===== config.mk =====
export PLATFORM = sky130hd
export DESIGN_NAME = prefix_sum_pipe_flat
export DESIGN_NICKNAME = d
export VERILOG_FILES = /design/src/rtl/prefix_sum_pipe_pkg.sv /design/src/rtl/prefix_sum_pipe_if.sv /design/src/rtl/prefix_sum_pipe_cell.sv /design/src/rtl/prefix_sum_pipe.sv /design/src/flat_wrapper.sv
export SDC_FILE = /design/constraint.sdc
export NUM_CORES = 1
export LEC_CHECK = 0
export CORE_ASPECT_RATIO = 1.4
export CORE_MARGIN = 4
export CORE_UTILIZATION = 58
export DETAILED_ROUTE_END_ITERATION = 12
export GPL_ROUTABILITY_DRIVEN = 0
export MAX_ROUTING_LAYER = met4
export PLACE_DENSITY_LB_ADDON = 0.3
export SYNTH_ARGS = -nofsm -noshare
export SYNTH_HDL_FRONTEND = slang
export SYNTH_SLANG_ARGS = --single-unit

===== constraint.sdc =====
create_clock -name clk -period 4.1 [get_ports clk]
set_input_delay 0.82 -clock clk [delete_from_list [all_inputs] [get_ports clk]]
set_output_delay 0.82 -clock clk [all_outputs]
set_load 0.01 [all_outputs]

===== src/rtl/prefix_sum_pipe_pkg.sv =====
// Shared types and helpers for the pipelined Kogge-Stone carry resolver.
package prefix_pkg;

    localparam int WIDTH_DEFAULT = 8;

    typedef struct packed {
        logic g;
        logic p;
    } gp_t;

    function automatic int clog2(input int n);
        int r;
        r = 0;
        for (int i = 0; i < 31; i++) begin
            if ((1 << i) < n) begin
                r = i + 1;
            end
        end
        return r;
    endfunction

endpackage


===== src/rtl/prefix_sum_pipe_if.sv =====
// Handshake bundle for prefix_sum_pipe; ovf is present only when PREFIX_SUM_OVF_EN is defined.
interface prefix_sum_pipe_if
    import prefix_pkg::*;
#(
    parameter int WIDTH = WIDTH_DEFAULT
);
    logic             in_valid;
    logic             in_ready;
    logic [WIDTH-1:0] g_in;
    logic [WIDTH-1:0] p_in;
    logic [WIDTH-1:0] h_in;
    logic             cin;
    logic             out_valid;
    logic             out_ready;
    logic [WIDTH-1:0] sum;
    logic             cout;

`ifdef PREFIX_SUM_OVF_EN
    logic             ovf;

    modport master (
        output in_valid, g_in, p_in, h_in, cin, out_ready,
        input  in_ready, out_valid, sum, cout, ovf
    );

    modport slave (
        input  in_valid, g_in, p_in, h_in, cin, out_ready,
        output in_ready, out_valid, sum, cout, ovf
    );
`else
    modport master (
        output in_valid, g_in, p_in, h_in, cin, out_ready,
        input  in_ready, out_valid, sum, cout
    );

    modport slave (
        input  in_valid, g_in, p_in, h_in, cin, out_ready,
        output in_ready, out_valid, sum, cout
    );
`endif

endinterface


===== src/rtl/prefix_sum_pipe_cell.sv =====
// Kogge-Stone black cell; used as a gray cell by leaving p unconnected.
module prefix_cell
    import prefix_pkg::*;
(
    input  logic g_hi,
    input  logic p_hi,
    input  logic g_lo,
    input  logic p_lo,
    output logic g,
    output logic p
);
    gp_t hi;
    gp_t lo;
    gp_t res;

    assign hi    = {g_hi, p_hi};
    assign lo    = {g_lo, p_lo};
    assign res.g = hi.g | (hi.p & lo.g);
    assign res.p = hi.p & lo.p;
    assign g     = res.g;
    assign p     = res.p;

endmodule


===== src/rtl/prefix_sum_pipe.sv =====
// Registered Kogge-Stone carry network turning per-bit g/p/h into sum/cout.
// Optional overflow output enabled by PREFIX_SUM_OVF_EN.
module prefix_sum_pipe
    import prefix_pkg::*;
#(
    parameter int WIDTH = WIDTH_DEFAULT
) (
    input logic              clk,
    input logic              rst,
    prefix_sum_pipe_if.slave bus
);
    localparam int LEVELS = clog2(WIDTH);
    localparam int NL     = (LEVELS > 0) ? LEVELS : 1;

    // index k = inputs seen by level k+1; index LEVELS feeds the sum stage
    logic [WIDTH-1:0] g_src   [LEVELS+1];
    logic [WIDTH-1:0] p_src   [LEVELS+1];
    logic [WIDTH-1:0] h_src   [LEVELS+1];
    logic             cin_src [LEVELS+1];
    logic             vld_src [LEVELS+1];

    logic [WIDTH-1:0] g_nxt [NL];
    logic [WIDTH-1:0] p_nxt [NL];

    logic [WIDTH-1:0] g_q   [NL];
    logic [WIDTH-1:0] p_q   [NL];
    logic [WIDTH-1:0] h_q   [NL];
    logic             cin_q [NL];
    logic             vld_q [NL];

    logic             out_valid_q;
    logic [WIDTH-1:0] sum_q;
    logic             cout_q;
    logic             stall;

    logic [WIDTH-1:0] carry;
    logic [WIDTH-1:0] sum_nxt;
    logic             cout_nxt;

    assign stall        = out_valid_q && !bus.out_ready;
    assign bus.in_ready = !stall;

    // cin is folded into bit 0 so every group generate already includes it
    always_comb begin
        g_src[0]    = bus.g_in;
        g_src[0][0] = bus.g_in[0] | (bus.p_in[0] & bus.cin);
        p_src[0]    = bus.p_in;
        h_src[0]    = bus.h_in;
        cin_src[0]  = bus.cin;
        vld_src[0]  = bus.in_valid;
        for (int k = 1; k <= LEVELS; k++) begin
            g_src[k]   = g_q[k-1];
            p_src[k]   = p_q[k-1];
            h_src[k]   = h_q[k-1];
            cin_src[k] = cin_q[k-1];
            vld_src[k] = vld_q[k-1];
        end
    end

    for (genvar k = 0; k < LEVELS; k++) begin : g_lvl
        localparam int D = 1 << k;
        for (genvar i = 0; i < WIDTH; i++) begin : g_bit
            if (i >= D) begin : g_cell
                prefix_cell u_cell (
                    .g_hi (g_src[k][i]),
                    .p_hi (p_src[k][i]),
                    .g_lo (g_src[k][i-D]),
                    .p_lo (p_src[k][i-D]),
                    .g    (g_nxt[k][i]),
                    .p    (p_nxt[k][i])
                );
            end else begin : g_pass
                assign g_nxt[k][i] = g_src[k][i];
                assign p_nxt[k][i] = p_src[k][i];
            end
        end
    end

    always_ff @(posedge clk) begin
        if (rst) begin
            for (int k = 0; k < NL; k++) begin
                g_q[k]   <= '0;
                p_q[k]   <= '0;
                h_q[k]   <= '0;
                cin_q[k] <= 1'b0;
                vld_q[k] <= 1'b0;
            end
        end else if (!stall) begin
            for (int k = 0; k < LEVELS; k++) begin
                g_q[k]   <= g_nxt[k];
                p_q[k]   <= p_nxt[k];
                h_q[k]   <= h_src[k];
                cin_q[k] <= cin_src[k];
                vld_q[k] <= vld_src[k];
            end
        end
    end

    always_comb begin
        carry    = '0;
        carry[0] = cin_src[LEVELS];
        for (int i = 1; i < WIDTH; i++) begin
            carry[i] = g_src[LEVELS][i-1];
        end
        sum_nxt  = h_src[LEVELS] ^ carry;
        cout_nxt = g_src[LEVELS][WIDTH-1];
    end

    always_ff @(posedge clk) begin
        if (rst) begin
            out_valid_q <= 1'b0;
            sum_q       <= '0;
            cout_q      <= 1'b0;
        end else if (!stall) begin
            out_valid_q <= vld_src[LEVELS];
            sum_q       <= sum_nxt;
            cout_q      <= cout_nxt;
        end
    end

    assign bus.out_valid = out_valid_q;
    assign bus.sum       = sum_q;
    assign bus.cout      = cout_q;

`ifdef PREFIX_SUM_OVF_EN
    logic ovf_q;

    always_ff @(posedge clk) begin
        if (rst) begin
            ovf_q <= 1'b0;
        end else if (!stall) begin
            ovf_q <= carry[WIDTH-1] ^ cout_nxt;
        end
    end

    assign bus.ovf = ovf_q;
`endif

endmodule


===== src/flat_wrapper.sv =====
// flat-port wrapper written by rule: the top's interface ports become plain ports
module prefix_sum_pipe_flat import prefix_pkg::*;
#(
    parameter int WIDTH = WIDTH_DEFAULT
)
  (clk, rst, bus_in_valid, bus_g_in, bus_p_in, bus_h_in, bus_cin, bus_out_ready, bus_in_ready, bus_out_valid, bus_sum, bus_cout);
  prefix_sum_pipe_if #(.WIDTH(WIDTH)) bus_i ();
  input logic clk;
  input logic rst;
  input wire logic [$bits(bus_i.in_valid)-1:0] bus_in_valid;
  input wire logic [$bits(bus_i.g_in)-1:0] bus_g_in;
  input wire logic [$bits(bus_i.p_in)-1:0] bus_p_in;
  input wire logic [$bits(bus_i.h_in)-1:0] bus_h_in;
  input wire logic [$bits(bus_i.cin)-1:0] bus_cin;
  input wire logic [$bits(bus_i.out_ready)-1:0] bus_out_ready;
  output wire logic [$bits(bus_i.in_ready)-1:0] bus_in_ready;
  output wire logic [$bits(bus_i.out_valid)-1:0] bus_out_valid;
  output wire logic [$bits(bus_i.sum)-1:0] bus_sum;
  output wire logic [$bits(bus_i.cout)-1:0] bus_cout;
  assign bus_i.in_valid = bus_in_valid;
  assign bus_i.g_in = bus_g_in;
  assign bus_i.p_in = bus_p_in;
  assign bus_i.h_in = bus_h_in;
  assign bus_i.cin = bus_cin;
  assign bus_i.out_ready = bus_out_ready;
  assign bus_in_ready = bus_i.in_ready;
  assign bus_out_valid = bus_i.out_valid;
  assign bus_sum = bus_i.sum;
  assign bus_cout = bus_i.cout;
  prefix_sum_pipe #(.WIDTH(WIDTH)) u_core (.clk(clk), .rst(rst), .bus(bus_i));
endmodule

# --- Word level (Yosys, flattened, before mapping) ---
# Memories as Yosys holds them, arrays and structs flattened. A register that Yosys moved wholly into a read port is not among the register bits.
# Cells that the tools add are included.
classes:
  muxes: 20
  bitwise: 69
  reduce_logical: 4
ops:
  columns: ["cell", "n"]
  rows:
  - ["8-bit two-way mux", 9]
  - ["1-bit bitwise AND", 35]
  - ["1-bit bitwise OR", 33]
  - ["1-bit two-way mux", 11]
  - ["8-bit XOR", 1]
  - ["1-bit zero test", 3]
  - ["1-bit logical AND", 1]
totals:
  register_bits: 9
  ramBits: 78
  output_inout_bits: 11
  memories: 5
mem_list:
  columns: ["name", "depth", "word_bits", "rd", "rd_ports_with_merged_regs", "wr", "line_no", "rtl"]
  rows:
  - ["u_core.g_q", 3, 8, 3, 0, 3, "prefix_sum_pipe.sv:25", "logic [WIDTH-1:0] g_q [NL];"]
  - ["u_core.h_q", 3, 8, 3, 0, 3, "prefix_sum_pipe.sv:27", "logic [WIDTH-1:0] h_q [NL];"]
  - ["u_core.p_q", 3, 8, 2, 0, 3, "prefix_sum_pipe.sv:26", "logic [WIDTH-1:0] p_q [NL];"]
  - ["u_core.cin_q", 3, 1, 3, 0, 3, "prefix_sum_pipe.sv:28", "logic cin_q [NL];"]
  - ["u_core.vld_q", 3, 1, 3, 1, 3, "prefix_sum_pipe.sv:29", "logic vld_q [NL];"]

# --- Depth between registers and ports, before layout ---
depth:
  ltp_word: 6
  mapped_depth: 6
  mapped_depth_nobuf: 4

# --- Modules after synthesis ---
# From an unflattened synthesis, not the netlist that was laid out.
hier_totals:
  hier_cells: 227
  area_unflattened_um2: 3321.9
by_module_without_submodules:
  columns: ["mod", "instances", "cells_per_inst", "area_per_inst_um2", "seq_area_each_um2"]
  rows:
  - ["prefix_sum_pipe", 1, 193, 3066.7, 2302.2]
  - ["prefix_cell", 17, 2, 15.0, 0.0]

# --- Worst setup path after synthesis ---
# Ideal clock, no wire load.
synth_path:
  kind: "input-to-reg"
  startpoint: "in bus_out_ready"
  endpoint: "mem u_core.cin_q[0][0] (enable)"
  setup_time_ns: 0.424
  t_arrival_ns: 2.319
  required_ns: 3.676
  setup_slack_ns: 1.357
  path_stages: 2
  path_buffers: 0
  path_cell_list: "nor2b_4 > or2b_1"
synth_lines:
  columns: ["item", "line_no", "rtl"]
  rows:
  - ["start: declaration", "flat_wrapper.sv:15", "input wire logic [$bits(bus_i.out_ready)-1:0] bus_out_ready;"]
  - ["end: declaration", "prefix_sum_pipe.sv:28", null]

# --- Worst setup path after layout ---
layout_path:
  startpoint: "in bus_out_ready"
  endpoint: "out bus_in_ready"
layout_between:
  elab_chain_cells: 3
layout_lines:
  columns: ["item", "line_no", "rtl"]
  rows:
  - ["1-bit zero test", "prefix_sum_pipe.sv:40", "assign stall = out_valid_q && !bus.out_ready;"]
  - ["1-bit logical AND", "prefix_sum_pipe.sv:40", null]
  - ["1-bit zero test", "prefix_sum_pipe.sv:41", "assign bus.in_ready = !stall;"]
  - ["end: declaration", "flat_wrapper.sv:16", "output wire logic [$bits(bus_i.in_ready)-1:0] bus_in_ready;"]
# Every way passes these cells.

==> reports/results.ini <==
[worst_setup_path]
critical_path_arrival_ns=2.16
worst_ep_required_time_ns=3.28
crit_path_end_kind=output pin
critPathLaunchType=input pin
critical_path_class=in2out
worstPathMaxFanout=19

[placed_design]
postPlaceCellArea_um2=3420
place_hpwl_um=2800
port_buffers=39
preCtsSetupSlack_ns=1.12

[cts]
cts_setup_buffers=0
hold_buffers=0
clock_path_buffers=2
htreeDepth=3
cts_resized=0
cts_sinks=74
cts_tree=yes
cts_root_buf=clkbuf_8
numCtsBuffers=9
path_clk_slew_ns=0.07
clock_latency_ns=0.34

[yosys]
syn_avg_cell_area_um2=15.2
yosysWarnings=0
synthCells=199
yosysSeqAreaShare=0.703
syn_area_um2=3020
ys_seq_elements=74
synth_fp_nets=228
netlist-cell-type-count=22

[timing]
max_slew_margin=0.561
clock_skew_ns=0.00710
clock.fmax_mhz=336
tightest_slew_ns=0.659
hold_violations=0
layout_min_cycle_time_ns=2.98
setup_tns_ns=0
rsz0062_at_grt=false
fin_crit_sh=0.726
setup_slack_ns=1.12
finalMaxSlewViolations=0
setup_viol=0

[floorplanning]
chipHeight_um=93.3
io_pins=40
core_um2=4950
row_count=30
start_util=0.609
dieArea_um2=6440
die_x_um=69.0

[final_layout]
drive_gt1_frac=0.169
regArea_um2=2120
nets=273
area_growth_pct=20.5
design_area_um2=3640
final_common_cell=edfxtp_1
fill_cells=330
layout_common_cells=64 x edfxtp_1, 39 x clkdlybuf4s50_1, 36 x and2_1, 18 x a21oi_1, 17 x nor2_1
multiInputGateArea_um2=788
diodes=0

[detailed_routing]
ant_nets=0
wl_per_cell_um=13.9
wirelength_um=4340
vias=1595
viasPerCell=5.10
firstDrtPassIters=4
first_iter_violations=57
drc=0

[flow_run]
maxCapViolCount=0

[grt]
grt_pass1_wl_um=6780
grt_pass1_vias=1548
grt_max_degree=48
busiest_layer=met2
grt_use_met2=0.256
grtUsageTotal=0.155
grt_antenna_before_repair=0
gr-usage-met3=0.0505
grtUsageMet1=0.155
gr-total-overflow=0

[worst_hold_path]
hold_class=reg2reg

[status]
status=finished, final reports clean

[power]
peakVddDrop_uv=262
powerDensity_nw_per_um2=441
leakagePower_nw=1.42

[state kept, by name (all words and copies together), names as in the netlist]
signal                cells
u_core.bus.cout           1
u_core.bus.out_valid      1
u_core.bus.sum            8
u_core.cin_q              3
u_core.g_q               24
u_core.h_q               24
u_core.p_q               10
u_core.vld_q              3
[worst max-delay path, stage by stage]
cell,delay (ns)
clkdlybuf4s50_1,0.50
nor2b_4,0.07
inv_4,0.18
clkdlybuf4s50_1,0.58
[layer usage]
metal,vias to the layer above,part of all wire,wire [µm]
li1,794,-,-
met1,742,0.39,1690
met2,47,0.53,2290
met3,12,0.057,249
met4,0,0.025,107
met5,-,0,0
[final timing paths]
kind,startpoint,end,slack (ns),cells after the start
max reg2reg,u_core.bus.out_valid$_SDFFE_PP0N_,u_core.g_q[0][6]$_SDFFCE_PN0P_,2.33,3
min,u_core.bus.cout$_SDFFE_PP0N_,u_core.bus.cout$_SDFFE_PP0N_,0.48,2
max,bus_out_ready,bus_in_ready,1.12,4
min reg2reg,u_core.bus.cout$_SDFFE_PP0N_,u_core.bus.cout$_SDFFE_PP0N_,0.48,2
[report_power, final]
part	internal (mW)	switching [mW]
sequential	0.858	0.0163
clock	0.357	0.258
combinational	0.0635	0.0495
total	1.28	0.324
[metrics by stage]
step	total power [mW]	utilization	cells	hold WS (ns)
final	1.60	0.734	313	0.483
after global routing	1.66	0.734	313	0.497
after CTS	1.62	0.734	313	0.492
after detailed placement	1.01	0.690	297	0.482
after global placement	1.00	0.690	297	0.458
after floorplan	0.958	-	199	0.433
[kinds of logic after synthesis]
| group | count (synthesis) | synth area share |
|---|---|---|
| AND/OR/NAND/NOR | 80 | 0.172 |
| AO/OA/AOI/OAI | 27 | 0.0655 |
| buffers and inverters | 10 | 0.0357 |
| XOR/XNOR | 8 | 0.0232 |
| flip-flops | 74 | 0.703 |
[cell usage after synthesis, drive strengths merged]
cell type	n	area (µm²)
clkbuf	1	5.00
xnor2	8	70.1
or2b	1	7.51
and2	36	225
edfxtp	64	1920
dfxtp	10	200
nand2	2	7.51
nor2b	2	20.0
nor2	28	183
o21a	1	7.51
nand2b	1	13.8
a211oi	8	100
buf	8	96.3
a21oi	18	90.1
and3	10	62.6
inv	1	6.26
[area by class of cell]
| type | count | share of cell area |
|---|---|---|
| Clock inverter | 5 | 0.0213 |
| Sequential cell | 74 | 0.584 |
| Inverter | 1 | 0.00172 |
| Clock buffer | 11 | 0.0389 |
| Tap cell | 64 | 0.0220 |
| Multi-Input combinational cell | 115 | 0.217 |
| Timing Repair Buffer | 43 | 0.116 |
(Power assumes the default switching activity.)
